File: src/rtl/intr_ctrl.sv
// Interrupt controller: synchronizes external lines, latches rising edges as
// pending, and presents one request at a time through the
// request / take / mret handshake with the control unit (no nesting).
module intr_ctrl #(
  parameter  int N_SRC       = 4,
  parameter  int SYNC_STAGES = 2,
  localparam int ID_W        = $clog2(N_SRC)
) (
  input  logic              clk,
  input  logic              RST_N,
  input  logic [N_SRC-1:0]  irq_in,
  input  logic              mie,
  input  logic [N_SRC-1:0]  src_en,
  input  logic              int_taken,
  input  logic              mret_exec,
  output logic              intr,
  output logic [ID_W-1:0]   int_id,
  output logic [N_SRC-1:0]  pending,
  output logic              in_service
);

  typedef enum logic [1:0] {
    IDLE    = 2'd0,
    REQ     = 2'd1,
    SERVICE = 2'd2
  } state_t;

  logic [SYNC_STAGES-1:0][N_SRC-1:0] sync_q;
  logic [N_SRC-1:0]                  hist_q;
  logic [N_SRC-1:0]                  edge_det;
  logic [N_SRC-1:0]                  eligible;
  logic [N_SRC-1:0]                  clr_mask;
  logic [N_SRC-1:0]                  pending_q, pending_d;
  logic [ID_W-1:0]                   win_id;
  logic [ID_W-1:0]                   int_id_q, int_id_d;
  state_t                            state_q, state_d;
  logic                              intr_q, intr_d;
  logic                              in_service_q, in_service_d;

  // Input synchronizer chain plus one history stage for edge detection.
  always_ff @(posedge clk or negedge RST_N) begin
    if (!RST_N) begin
      sync_q <= '0;
      hist_q <= '0;
    end else begin
      sync_q <= {sync_q[SYNC_STAGES-2:0], irq_in};
      hist_q <= sync_q[SYNC_STAGES-1];
    end
  end

  assign edge_det = sync_q[SYNC_STAGES-1] & ~hist_q;
  assign eligible = mie ? (pending_q & src_en) : '0;

  // Lowest eligible index wins; scan downward so the last hit is the lowest.
  always_comb begin
    win_id = '0;
    for (int unsigned i = N_SRC; i > 0; i--) begin
      if (eligible[i-1]) win_id = ID_W'(i - 1);
    end
  end

  // Pending bits: a new edge overrides a same-cycle clear on the taken source.
  always_comb begin
    clr_mask = '0;
    if (state_q == REQ && int_taken) clr_mask[int_id_q] = 1'b1;
    pending_d = (pending_q & ~clr_mask) | edge_det;
  end

  // State, id and pending registers.
  always_ff @(posedge clk or negedge RST_N) begin
    if (!RST_N) begin
      state_q   <= IDLE;
      int_id_q  <= '0;
      pending_q <= '0;
    end else begin
      state_q   <= state_d;
      int_id_q  <= int_id_d;
      pending_q <= pending_d;
    end
  end

  // Next-state logic; int_id only loads when leaving IDLE.
  always_comb begin
    state_d  = state_q;
    int_id_d = int_id_q;
    case (state_q)
      IDLE: begin
        if (eligible != '0) begin
          state_d  = REQ;
          int_id_d = win_id;
        end
      end
      REQ: begin
        if (int_taken)                state_d = SERVICE;
        else if (!eligible[int_id_q]) state_d = IDLE;
      end
      SERVICE: begin
        if (mret_exec) state_d = IDLE;
      end
      default: state_d = IDLE;
    endcase
  end

  // Output decode from the next state, so intr/in_service come straight from flops.
  always_comb begin
    intr_d       = (state_d == REQ);
    in_service_d = (state_d == SERVICE);
  end

  // Registered request / in-service outputs.
  always_ff @(posedge clk or negedge RST_N) begin
    if (!RST_N) begin
      intr_q       <= 1'b0;
      in_service_q <= 1'b0;
    end else begin
      intr_q       <= intr_d;
      in_service_q <= in_service_d;
    end
  end

  assign intr       = intr_q;
  assign in_service = in_service_q;
  assign int_id     = int_id_q;
  assign pending    = pending_q;

endmodule

File: config.mk
export PLATFORM = sky130hd
export DESIGN_NAME = intr_ctrl
export DESIGN_NICKNAME = d
export VERILOG_FILES = /design/src/rtl/intr_ctrl.sv
export SDC_FILE = /design/constraint.sdc
export NUM_CORES = 1
export LEC_CHECK = 0
export CORE_UTILIZATION = 41
export CTS_CLUSTER_SIZE = 10
export DETAILED_ROUTE_END_ITERATION = 7
export MAX_ROUTING_LAYER = met4
export PLACE_DENSITY_LB_ADDON = 0.12
export SYNTH_ARGS = -nofsm -noshare
export SYNTH_HDL_FRONTEND = slang
export SYNTH_SLANG_ARGS = --single-unit
File: constraint.sdc
create_clock -name clk -period 1.19 [get_ports clk]
set_input_delay 0.238 -clock clk [delete_from_list [all_inputs] [get_ports clk]]
set_output_delay 0.238 -clock clk [all_outputs]
set_load 0.01 [all_outputs]
# After elaboration in Yosys (flattened, before gate mapping)
# Cells that the tools add are included.
# classes
addsub,0
multipliers,0
n_div,0
magnitude_cmp,2
eq_ne,4
shifts,0
muxes,15
bitwise_logic,6
reduce_logical,5
# ops
op,count
$mux 2,8
$and 4x4->4,3
$mux 4,2
$not 4->4,2
$pmux 2 s3,1
$eq 2x1->1 const B,2
$eq 2x2->1 const B,2
$or 4x4->4,1
$reduce_bool 4->1,1
$lt 2x3->1 const B,1
$bmux 1 s2,1
$demux 1 s2,1
$ge 2x1->1 const B,1
$logic_and 1x1->1,2
$logic_not 2->1,1
$mux 1,2
$reduce_and 2->1,1
# totals
reg_bits,22
latchBits,0
mem_bits_rw,0
rom_bits,0
inputBits,13
output_inout_bits,8
wordCells,40
mem_count,0

# Longest topological paths before layout
# depth
word_depth,8
ltp_mapped,4
depth_no_buf,4

# Worst setup path before layout
# Ideal clock, no wire load.
# synth_timing
kind,reg-to-reg
startpoint,reg pending_q[2] (netlist: pending[2])
endpoint,reg int_id_q[0] (netlist: int_id[0])
setup_ps,125
t_arrival_ps,1060
required_time_ps,1065
setup_slack_ps,5
stages_incl_launch_ff,5
n_path_buf,0
period_less_slack_ps,1185
cell_sequence,dfrtp_1 -> nand2_1 -> nand2_1 -> o21ai_2 -> mux2_4
# synth_between
elab_chain_cells,5
elab_cells_between_ends,7
classes_between,mux: 4; bitwise: 1; reduce/logical: 2
# synth_rtl
item,line_no,text
from (decl),33,"logic [N_SRC-1:0] pending_q, pending_d;"
from (signal assigned),78,pending_q <= pending_d;
$and 4x4->4 *,52,assign eligible = mie ? (pending_q & src_en) : '0;
$mux 4 *,52,
$mux 2 (3 in series),58,if (eligible[i-1]) win_id = ID_W'(i - 1);
to (signal assigned),77,int_id_q <= int_id_d;
to (decl),35,"logic [ID_W-1:0] int_id_q, int_id_d;"
# Mark *: on every way between the ends. The rest lies on a longest branch, timed or not.
# A chain may end at the register's enable or synchronous reset.

# Worst setup path in the final report
# layout_timing
startpoint,reg pending_q[2] (netlist: pending[2])
endpoint,reg intr_q (netlist: intr)
# layout_between
elab_chain_cells,8
elab_cells_between_ends,10
classes_between,eq/ne: 1; mux: 7; bitwise: 1; reduce/logical: 1
# layout_rtl
item,line_no,text
$and 4x4->4 *,52,
$mux 4 *,52,
$bmux 1 s2,95,else if (!eligible[int_id_q]) state_d = IDLE;
$mux 1 (not written as such),95,
$mux 2,95,
$mux 2,94,if (int_taken) state_d = SERVICE;
$pmux 2 s3 *,86,case (state_q)
$eq 2x1->1 *,106,intr_d = (state_d == REQ);
net intr_d,37,"logic intr_q, intr_d;"
to (signal assigned),116,intr_q <= intr_d;
to (decl),37,
# The timed path passes the listed nets; every way through them passes the cells marked *. The select of a mux whose other input is x is not followed.

==> results by group <==
Detailed routing
  • Highest metal used: met4
  • DR iter-0 viols: 6
  • Routed vias: between 500 and 600
  • Routed Antenna Nets: 0
  • WL met1: between 600 and 700 um
  • DR pass1 iterations: 4
  • Drt total wl: ~1500 um
  • Wire length on met2: about 820 um
  • Post-route DRC: 0
  • Via density: 4.73
  • Met3 wire len: around 55 um
  • Wire per inst: ~12 um

Critical path
  • Largest stage delay on the critical path: 0.47 ns
  • Crit path required time: ~1.4 ns
  • Crit path max fanout: 3
  • Critical-path top delay cell: mux4_2
  • Startpoint Class: flop
  • Kind of critical path: reg2reg
  • CP startpoint: pending[2]
  • Worst R2R Start: pending[2]
  • Worst EP arrival: roughly 1.5 ns
  • CP cell instances: buf_6 -> nand2_4 -> mux4_2 -> o21ai_1
  • CP Capture Type: flop

STA
  • Post-Route Hold Slack: 0.261 ns
  • Final worst slack: -0.0469 ns
  • Final setup viols: 5
  • Clk_skew: approximately 0.0054 ns
  • Crit path time final: ~1.2 ns
  • FMAX: 0.808 GHz
  • Setup TNS: -0.175 ns
  • Final Max Tran Viols: 0
  • Final hold violation count: 0
  • Slew margin rel.: around 84%
  • Unrepaired setup endpoints after global routing: yes
  • Final period utilization: 104%
  • Worst-margin pin slew: between 0.2 and 0.25 ns

Power and ir drop
  • Clock share of power: 23.3%
  • PD cells: 2030 nW/um^2
  • Pwr Total: about 2400 uW
  • P_leak: between 0.0005 and 0.0006 uW
  • Switch Pwr: about 700 uW
  • Pint: 1710 uW
  • Part of the power in registers: around two fifths
  • Maximum VDD drop: 1.16 mV
  • Switching share of power: between 20% and 30%
  • Logic gate share of total power: 36.1%

Clocking
  • H-tree depth: 1
  • Max clock buf depth: 2
  • Total clock buffers created by CTS: 3
  • Clock-pin transition on the worst setup and hold timing paths: between 0.1 and 0.15 ns
  • CTS root buf: clkbuf_4
  • Hold-fix buffers, CTS: 0
  • CTS tree: done
  • Clk_lat worst skew: ~0.3 ns
  • CTS sink cnt: 22

Floorplanning
  • Die width: 45.6 um
  • Die Footprint: roughly 2100 um^2
  • IO Count: 21
  • Die Y: between 40 and 50 um
  • Core area: between 1500 and 2000 um^2
  • Starting Density: 44.6%
  • Std-Cell Rows: 15

Synthesis
  • Synth area leaders: dfrtp_1 71%, nand2_1 4.8%, o21ai_0 3.9%
  • Yosys cell types: 16
  • Mapped Cells: 59
  • Yosys reg bits: 22
  • Avg Inst Size Synth: between 10 and 15 um^2
  • Post-Syn Nets: between 70 and 80
  • Synth top area share: between 70% and 80%
  • Number of flops mapped to enable cells by yosys: 0
  • Async set or reset register ratio after synthesis: 100%
  • Largest area contributor in the netlist: dfrtp_1
  • Post-synthesis mux area share: 4.82%
  • Most common cell in the netlist: dfrtp_1
  • Post-Syn Area: roughly 780 um^2
  • Synth Area in Compound Gates: about 10%
  • Synth Area in XOR/XNOR: 0%
  • Simple-gate share of the synthesized area: a little under an eighth
  • Sequential area share after synthesis: 70.7%
  • Synth top cells by count: 22 x dfrtp_1, 10 x nand2_1, 6 x o21ai_0
  • Synth warnings: 0
  • Post-synthesis adder-cell area fraction: 0%
  • Combinational family with the most area after synthesis: simple AND/OR/NAND/NOR gates
  • Top_reg_cell synth: dfrtp_1

Job
  • Max cap viols: 0

Global route
  • Initial antenna violation count: 0
  • Total congestion overflow: 0
  • Gr usage total: 17.0%
  • Largest net degree at the start of global routing: 23
  • Vias in the first global route: around 560
  • Global-route wire length before repair: roughly 2300 um

Status
  • Violated checks: setup timing
  • Status: finished, violations left

Place
  • IO Port Bufs: 20
  • Inst Count DP: about 110
  • RePlAce Congestion: roughly 0.86

Hold path
  • HP Class: in2async

Final layout
  • Antenna Cells: 0
  • Layout area overhead: 53.2%
  • Layout cell share with drive strength beyond 1: between 30% and 40%
  • Area of the multi-input gates: 230 um^2
  • FILL cells: around 130
  • Final nets: 113
  • Final Non-Filler Cells: between 100 and 150
  • Register area: roughly 550 um^2
-- state kept, by name, indices dropped and copies added (netlist names) --
register,flops
intr,1
pending,4
hist_q,4
state_q,2
in_service,1
int_id,2
sync_q,8
-- worst max-delay path, delay by kind of cell, from the launching register on --
family,cells,cell delay [ns]
muxes,1,0.47
DFF,1,0.39
AOI/OAI and AO/OA,1,0.14
buffers and inverters,1,0.12
and+or+nand+nor,1,0.05
-- cells in the final DEF, fill, tap and decap left out --
cell type and instances:
o21ai_1 3, nand2_2 2, clkdlybuf4s50_1 12, inv_1 5, o31ai_2 1, nand4b_1 1, bufinv_16 1, buf_12 1
mux4_2 1, a21oi_1 3, nor2_1 1, nor3b_4 1, buf_6 3, clkdlybuf4s15_1 1, mux2_4 1, nand3b_1 1
clkbuf_2 1, nand4bb_1 1, nand3_1 1, o31ai_1 1, buf_2 6, dfrtp_1 22, nand2_4 1, o21ai_0 4
o21ai_2 2, buf_4 12, nand2_1 7, clkbuf_4 3
-- routing by layer --
metal | up-vias | GRT usage (%)
met5 | - | -
met4 | 0 | 10.9
met3 | 2 | 2.38
met2 | 12 | 28.3
met1 | 284 | 18.9
li1 | 288 | -
-- final cells by class --
cell class,instances,area share [%]
Multi-Input combinational cell,32,19.3
Sequential cell,22,46.2
Timing Repair Buffer,36,25.9
Clock inverter,1,2.52
Clock buffer,3,1.89
Inverter,5,1.57
Tap cell,25,2.62
-- power by group through the flow --
stage          clock (uW)  sequential [uW]  combinational (uW)
5_1_grt               604              995                 940
6_report              562              983                 872
4_1_cts               582              974                 812
3_5_place_dp            0             1010                 730
2_1_floorplan           0             1050                 247
3_3_place_gp            0             1000                 722
-- final timing paths --
| path | end | slack [ns] | cells past startpoint |
|---|---|---|---|
| setup / recovery | intr | -0.05 | 4 |
| hold / removal | state_q[1] | 0.26 | 2 |
| setup reg to reg | intr | -0.05 | 4 |
| hold reg to reg | sync_q[4] | 0.36 | 0 |
| max in group asynchronous | sync_q[6] | 0.79 | 2 |
| min in group clk | sync_q[2] | 0.36 | 1 |
-- cells by family after synthesis --
group / Yosys count
flip-flops: 22
AND/OR/NAND/NOR: 16
AO/OA/AOI/OAI: 14
buffers and inverters: 5
multiplexers: 2
-- stage by stage --
| stage | setup WS, ns | cell area, um^2 | util, % |
|---|---|---|---|
| 4_1_cts | -0.0446 | 1170 | 67.2 |
| 6_report | -0.0469 | 1190 | 68.3 |
| 3_5_place_dp | -0.311 | 1090 | 62.4 |
| 2_1_floorplan | 0.00513 | 778 | - |
| 3_3_place_gp | -0.294 | 1090 | 62.4 |
| 5_1_grt | -0.0958 | 1190 | 68.3 |
-- repair_timing --
action,in CTS,in global routing
cloned,0,0
endpoints found under the setup margin,10,8
gates resized for setup,32,8
buffers inserted,5,2
pin swaps,1,2
(Power assumes the default switching activity.)
